--- config.mk ---
export PLATFORM = sky130hd
export DESIGN_NAME = tf_rom_arbiter
export DESIGN_NICKNAME = d
export VERILOG_FILES = /design/src/rtl/tf_rom_arbiter_pkg.sv /design/src/rtl/tf_rom_tag_pipe.sv /design/src/rtl/tf_rom_arbiter.sv
export SDC_FILE = /design/constraint.sdc
export NUM_CORES = 1
export LEC_CHECK = 0
export ABC_AREA = 0
export CAP_MARGIN = 20
export CORE_MARGIN = 3
export CORE_UTILIZATION = 32
export CTS_CLUSTER_DIAMETER = 50
export CTS_CLUSTER_SIZE = 28
export DETAILED_ROUTE_END_ITERATION = 6
export PLACE_DENSITY = 0.86
export SETUP_SLACK_MARGIN = 0.4
export SYNTH_ARGS = -nofsm -noshare
export SYNTH_HDL_FRONTEND = slang
export SYNTH_SLANG_ARGS = --single-unit
--- constraint.sdc ---
create_clock -name clk -period 2.8 [get_ports clk]
set_input_delay 0.56 -clock clk [delete_from_list [all_inputs] [get_ports clk]]
set_output_delay 0.56 -clock clk [all_outputs]
set_load 0.005 [all_outputs]
--- src/rtl/tf_rom_arbiter_pkg.sv ---
// Shared types and constants for the twiddle-factor ROM arbiter.
// Requester indices match the NTT/INTT address generators of one path.
package tf_rom_arbiter_pkg;

    localparam int TF_REQ_NTT  = 0;
    localparam int TF_REQ_INTT = 1;

    typedef enum logic {
        ST_IDLE = 1'b0,
        ST_LOCK = 1'b1
    } arb_state_e;

    // A single requester still needs a one-bit ID field.
    function automatic int tf_id_width(input int num_req);
        return (num_req > 1) ? $clog2(num_req) : 1;
    endfunction

endpackage

--- src/rtl/tf_rom_tag_pipe.sv ---
// Shift register of {vld, id} that tracks ROM reads until their data
// emerges. Only the valid bits are reset; IDs are ignored while vld=0.
module tf_rom_tag_pipe #(
    parameter int DEPTH    = 2,
    parameter int ID_WIDTH = 1
) (
    input  logic                clk,
    input  logic                rst,
    input  logic                in_vld,
    input  logic [ID_WIDTH-1:0] in_id,
    output logic                out_vld,
    output logic [ID_WIDTH-1:0] out_id
);

    logic [DEPTH-1:0]               vld_pipe;
    logic [DEPTH-1:0][ID_WIDTH-1:0] id_pipe;

    always_ff @(posedge clk or posedge rst) begin
        if (rst) begin
            vld_pipe <= '0;
        end else begin
            vld_pipe[0] <= in_vld;
            for (int s = 1; s < DEPTH; s++) vld_pipe[s] <= vld_pipe[s-1];
        end
    end

    always_ff @(posedge clk) begin
        id_pipe[0] <= in_id;
        for (int s = 1; s < DEPTH; s++) id_pipe[s] <= id_pipe[s-1];
    end

    assign out_vld = vld_pipe[DEPTH-1];
    assign out_id  = id_pipe[DEPTH-1];

endmodule

--- src/rtl/tf_rom_arbiter.sv ---
// Round-robin arbiter with burst locking in front of one twiddle ROM;
// returns each read word with a one-hot strobe to its issuing requester.
module tf_rom_arbiter
    import tf_rom_arbiter_pkg::*;
#(
    parameter int NUM_REQ           = 2,
    parameter int ADDR_WIDTH        = 11,
    parameter int COE_WIDTH         = 39,
    parameter int COMMON_BRAM_DELAY = 1
) (
    input  logic                          clk,
    input  logic                          rst,
    input  logic [NUM_REQ-1:0]            req_valid,
    input  logic [NUM_REQ-1:0]            req_last,
    input  logic [NUM_REQ*ADDR_WIDTH-1:0] req_addr,
    output logic [NUM_REQ-1:0]            req_ready,
    output logic [ADDR_WIDTH-1:0]         rom_addr,
    input  logic [COE_WIDTH-1:0]          rom_data,
    output logic [NUM_REQ-1:0]            rsp_valid,
    output logic [COE_WIDTH-1:0]          rsp_data
);

    localparam int ID_W = tf_id_width(NUM_REQ);

    logic [NUM_REQ-1:0][ADDR_WIDTH-1:0] addr_arr;
    arb_state_e                         state;
    logic [ID_W-1:0]                    owner;
    logic [ID_W-1:0]                    rr_ptr;
    logic [ID_W-1:0]                    grant_id;
    logic                               grant_any;
    logic                               tag_vld;
    logic [ID_W-1:0]                    tag_id;

    assign addr_arr = req_addr;

    // Descending scan so the requester closest to rr_ptr wins the overwrite.
    always_comb begin
        int idx;
        idx       = 0;
        grant_any = 1'b0;
        grant_id  = '0;
        if (!rst) begin
            if (state == ST_LOCK) begin
                grant_any = req_valid[owner];
                grant_id  = owner;
            end else begin
                for (int k = NUM_REQ - 1; k >= 0; k--) begin
                    idx = int'(rr_ptr) + k;
                    if (idx >= NUM_REQ) idx = idx - NUM_REQ;
                    if (req_valid[idx[ID_W-1:0]]) begin
                        grant_any = 1'b1;
                        grant_id  = idx[ID_W-1:0];
                    end
                end
            end
        end
    end

    assign req_ready = grant_any ? (NUM_REQ'(1) << grant_id) : '0;

    always_ff @(posedge clk or posedge rst) begin
        if (rst) begin
            state    <= ST_IDLE;
            owner    <= '0;
            rr_ptr   <= '0;
            rom_addr <= '0;
        end else if (grant_any) begin
            rom_addr <= addr_arr[grant_id];
            if (req_last[grant_id]) begin
                state  <= ST_IDLE;
                rr_ptr <= (grant_id == ID_W'(NUM_REQ - 1)) ? '0 : grant_id + ID_W'(1);
            end else begin
                state <= ST_LOCK;
                owner <= grant_id;
            end
        end
    end

    // One stage for the rom_addr register plus one per ROM latency cycle.
    tf_rom_tag_pipe #(
        .DEPTH   (COMMON_BRAM_DELAY + 1),
        .ID_WIDTH(ID_W)
    ) u_tag_pipe (
        .clk    (clk),
        .rst    (rst),
        .in_vld (grant_any),
        .in_id  (grant_id),
        .out_vld(tag_vld),
        .out_id (tag_id)
    );

    assign rsp_valid = tag_vld ? (NUM_REQ'(1) << tag_id) : '0;
    assign rsp_data  = rom_data;

endmodule
Yosys cells after proc, flatten, opt, wreduce, memory -nomap -nowiden
Index checks and enable logic that the tools add are counted.

word-level totals
  bits in registers = 18
  output and inout bits = 54
  logic and storage cells = 50

operators by class
  add/sub/neg operators = 4
  $lt $le $gt $ge = 6
  shifts and indexed selects = 2
  mux-type cells = 28
  bitwise gates (word level) = 1
  reductions and logical operators = 2

operators by type and width
  cell                   count
  $mux W1                24
  $mux W11               2
  $lt A1 B2 Y1 const B   4
  $mux W2                2
  $reduce_and A2 Y1      2
  $shl A1 B1 Y2 const A  2
  $add A1 B1 Y2 const B  1
  $ge A1 B2 Y1 const B   1
  $ge A2 B2 Y1 const B   1
  $sub A1 B1 Y1 const B  2
  $add A1 B1 Y1 const B  1
  $not A1 Y1             1

Longest topological paths before layout
  depth in word-level cells = 15
  depth in mapped cells = 5

By module
Synthesis repeated with hierarchy kept, for this count alone.

second synthesis, totals
  cells, all modules = 149
  area, all modules = 1446.4 µm²

by module, submodules not included
  module           instances  cells an instance  area an instance (µm²)
  tf_rom_arbiter   1          144                1352.5
  tf_rom_tag_pipe  1          5                  93.8

Worst setup path before layout
Ideal clock, no wire load.

  kind = input to output
  start point = in req_valid[0]
  end point = out req_ready[1]
  arrival time = 1.280 ns
  setup slack = 0.960 ns
  stages on the path = 4
  path through = a21boi_2 o221ai_4 buf_6 nor3_1

between the ends
  word-level cells in the longest chain between the ends = 8

ends and longest elaborated chain
  item                                         line                  source
  start, declared                              tf_rom_arbiter.sv:13  input logic [NUM_REQ-1:0] req_valid,
  $mux W1 (not written as such) (2 in series)  tf_rom_arbiter.sv:50  if (req_valid[idx[ID_W-1:0]]) begin
  $mux W1 (2 in series)                        tf_rom_arbiter.sv:50
  $mux W1                                      tf_rom_arbiter.sv:43  if (state == ST_LOCK) begin
  $mux W1                                      tf_rom_arbiter.sv:42  if (!rst) begin
  $shl A1 B1 Y2                                tf_rom_arbiter.sv:59  assign req_ready = grant_any ? (NUM_REQ'(1) << grant_id) : '0;
  $mux W2 *                                    tf_rom_arbiter.sv:59
  end, declared                                tf_rom_arbiter.sv:16  output logic [NUM_REQ-1:0] req_ready,

Every way passes the cells marked *; elsewhere a longest branch is shown, timed or not. The select of a mux whose other input is x is not followed.

Final worst setup path
Ends and elaborated chain as after synthesis.

==> flow_summary.yaml <==
timing:
  tns_ps: 0
  maxSlewViolCount: 0
  hold_violations: 0
  fin_worst_hold_slack_ps: 329
  rsz0062_at_grt: "no"
  fmax_mhz: 454
  slew_headroom_pct: 78.1
  finalSetupViolCount: 0
  min_period_over_period_pct: 78.6
  fin_crit_ps: 2200
  skew_ps: 0.981
  setup_ws_ps: 598
  tightestPinTransition_ps: 329
clock_tree:
  htreeDepth: 1
  cts.clk_slew.worst_paths_ps: 70
  clock_tree.root_cell: "clkbuf_8"
  cts.sinks: 18
  clockBufferDepth: 2
  cts_made_buffers: 3
  clk_latency_ps: 250
  cts_tree: "yes"
flow_run:
  cap_violations: 0
layout:
  nets: 203
  seq_area_sq_um: 440
  n_antenna_cell: 0
  multiInputGateArea_sq_um: 463
  finish.utilization_pct: 44.6
  fillers: 341
  layout.cells.non_filler: 181
  drive_above_1_share_pct: 28.1
  area_growth_pct: 27.5
floorplan:
  core_area_sq_mm: 0.00349
  die-area_sq_mm: 0.00460
  io_pins: 121
  row_count: 21
  die_width_um: 67.8
  die_h_um: 67.8
  initial_core_util_pct: 35.0
synth:
  netlist_area_sq_mm: 0.00122
  avgSynthCellArea_sq_um: 10.3
  syn-num-nets: 186
  yosysSeqAreaShare_pct: 36.0
  yosys_register_bits: 18
  yosys_warnings: 0
  netlist_instances: 119
  ys_types: 26
route:
  wire_per_inst_um: 15.8
  drt-total-wl_um: 2850
  drtIter0Drc: 30
  dr_total_vias: 910
  drtAntennaViolNets: 0
  via_per_inst: 5.03
  drc: 0
  first_pass_iters: 4
min_path:
  min_to: "u_tag_pipe.out_id"
  min_path_type: "flop to flop"
  hold_depth: 0
  hold_start: "u_tag_pipe.id_pipe[0]"
worst_setup_path:
  cpPeakStageDelay_ps: 280
  critPathMaxFanout: 4
  end_kind: "output port"
  critPathSlowestCell: "dlygate4sd2_1"
  r2r_setup_slack_ps: 1220
  crit_type: "primary input to output port"
  rr_endpoint: "rom_addr[1]"
  cp.arrival_ps: 1640
  reg2reg_from: "owner"
  r2r_cells: 6
  cp-startpoint: "req_valid[0]"
  cp.required_ps: 2240
  cp_num_buf_inv: 2
  worstPathCellList: "clkdlybuf4s15_2 > a21boi_4 > o221ai_4 > nor3_2 > dlygate4sd2_1"
  crit_path_start_kind: "primary input"
  cpLargestDelayFamily: "buffers and inverters"
power_and_ir_drop:
  leakage_uw: 0.000629
  ir_drop_mv: 0.322
  powerDensity_mw_per_mm2: 822
place:
  io_buffers: 42
  hpwl_um: 2140
  dp.cells: 176
  gp_congestion: 0.716
  placement.setup.worst_slack_ps: -111
run_status:
  status: "finished, final reports clean"
global_route:
  grt_overflow: 0
  grt_antenna_before_repair: 0
  grt_pass1_wl_um: 4390
  grtUsageTotal_pct: 12.3
  grt_pass1_vias: 963
  grt_max_degree: 31
layout by cell type, fill, tap and decap left out, types with 2 or more instances in the layout:
cell type	count
a31oi_1	13
dfxtp_1	2
clkdlybuf4s50_1	37
o21ai_1	4
inv_2	2
a2bb2oi_2	8
dfrtp_1	16
clkbuf_8	4
buf_4	14
nand2b_1	2
o21ai_0	9
dlygate4sd2_1	3
a2bb2oi_1	3
cells by family after synthesis:
family,Yosys count,synth area share [%]
DFF,18,36.0
buffers and inverters,47,28.5
AOI/OAI and AO/OA,44,31.0
and+or+nand+nor,10,4.50
through the flow:
stage / area (sq um) / total power (uW)
after CTS: 1550 / 1290
final: 1560 / 1280
after global routing: 1560 / 1360
after detailed placement: 1470 / 1060
after floorplan: 1220 / 794
after global placement: 1470 / 1030
synthesized netlist by cell type (all sizes together):
master	number	area (sq um)
a21boi	1	11.3
o221ai	1	26.3
nor3	1	5.00
nor4	1	6.26
a2bb2oi	11	146
o21a	1	8.76
nor2b	1	6.26
a22o	1	8.76
dfrtp	16	400
and2b	1	7.51
clkbuf	2	7.51
dfxtp	2	40.0
and2	1	6.26
inv	2	7.51
buf	43	334
a31oi	14	93.8
nand2b	2	12.5
o21ai	14	73.8
o32a	1	10.0
nor2	2	7.51
nand2	1	3.75
what timing repair did:
| action | in CTS | in global routing |
|---|---|---|
| setup endpoints to repair | 2 | 1 |
| buffers inserted | 1 | 0 |
| resized for setup | 12 | 2 |
| hold buffers | 0 | 0 |
| pin swaps | 1 | 1 |
worst max-delay path by stage:
stage | endpoint | slack, ps | cells past startpoint
finish | req_ready[1] | 600 | 5
global placement | req_ready[1] | -90 | 5
floorplan | req_ready[1] | 960 | 4
detailed placement | req_ready[1] | -110 | 5
CTS | req_ready[0] | 420 | 6
global route | req_ready[1] | 510 | 5
state kept, by name (all words and copies together) (netlist names):
register / flops
owner: 1
rom_addr: 11
rr_ptr: 1
state: 1
u_tag_pipe.id_pipe: 1
u_tag_pipe.out_id: 1
u_tag_pipe.vld_pipe: 2
per-layer routing:
layer / GRT usage (%) / vias up / share of wire (%)
li1: - / 425 / -
met1: 13.4 / 444 / 39
met2: 23.7 / 39 / 52
met3: 2.79 / 2 / 8.4
met4: 3.47 / 0 / 0.49
met5: 0 / - / 0
cell type report:
cell class | instances | area share (%)
inverter | 2 | 0.481
sequential | 18 | 28.2
multi-input combinational | 54 | 29.7
tap | 46 | 3.69
timing repair buffer | 57 | 34.4
clock buffer | 4 | 3.53
power breakdown:
part / internal (uW) / switching (uW)
Combinational: 385 / 248
Sequential: 360 / 77.2
Clock: 125 / 87.1
No activity file was read; power rests on OpenSTA's default activity.
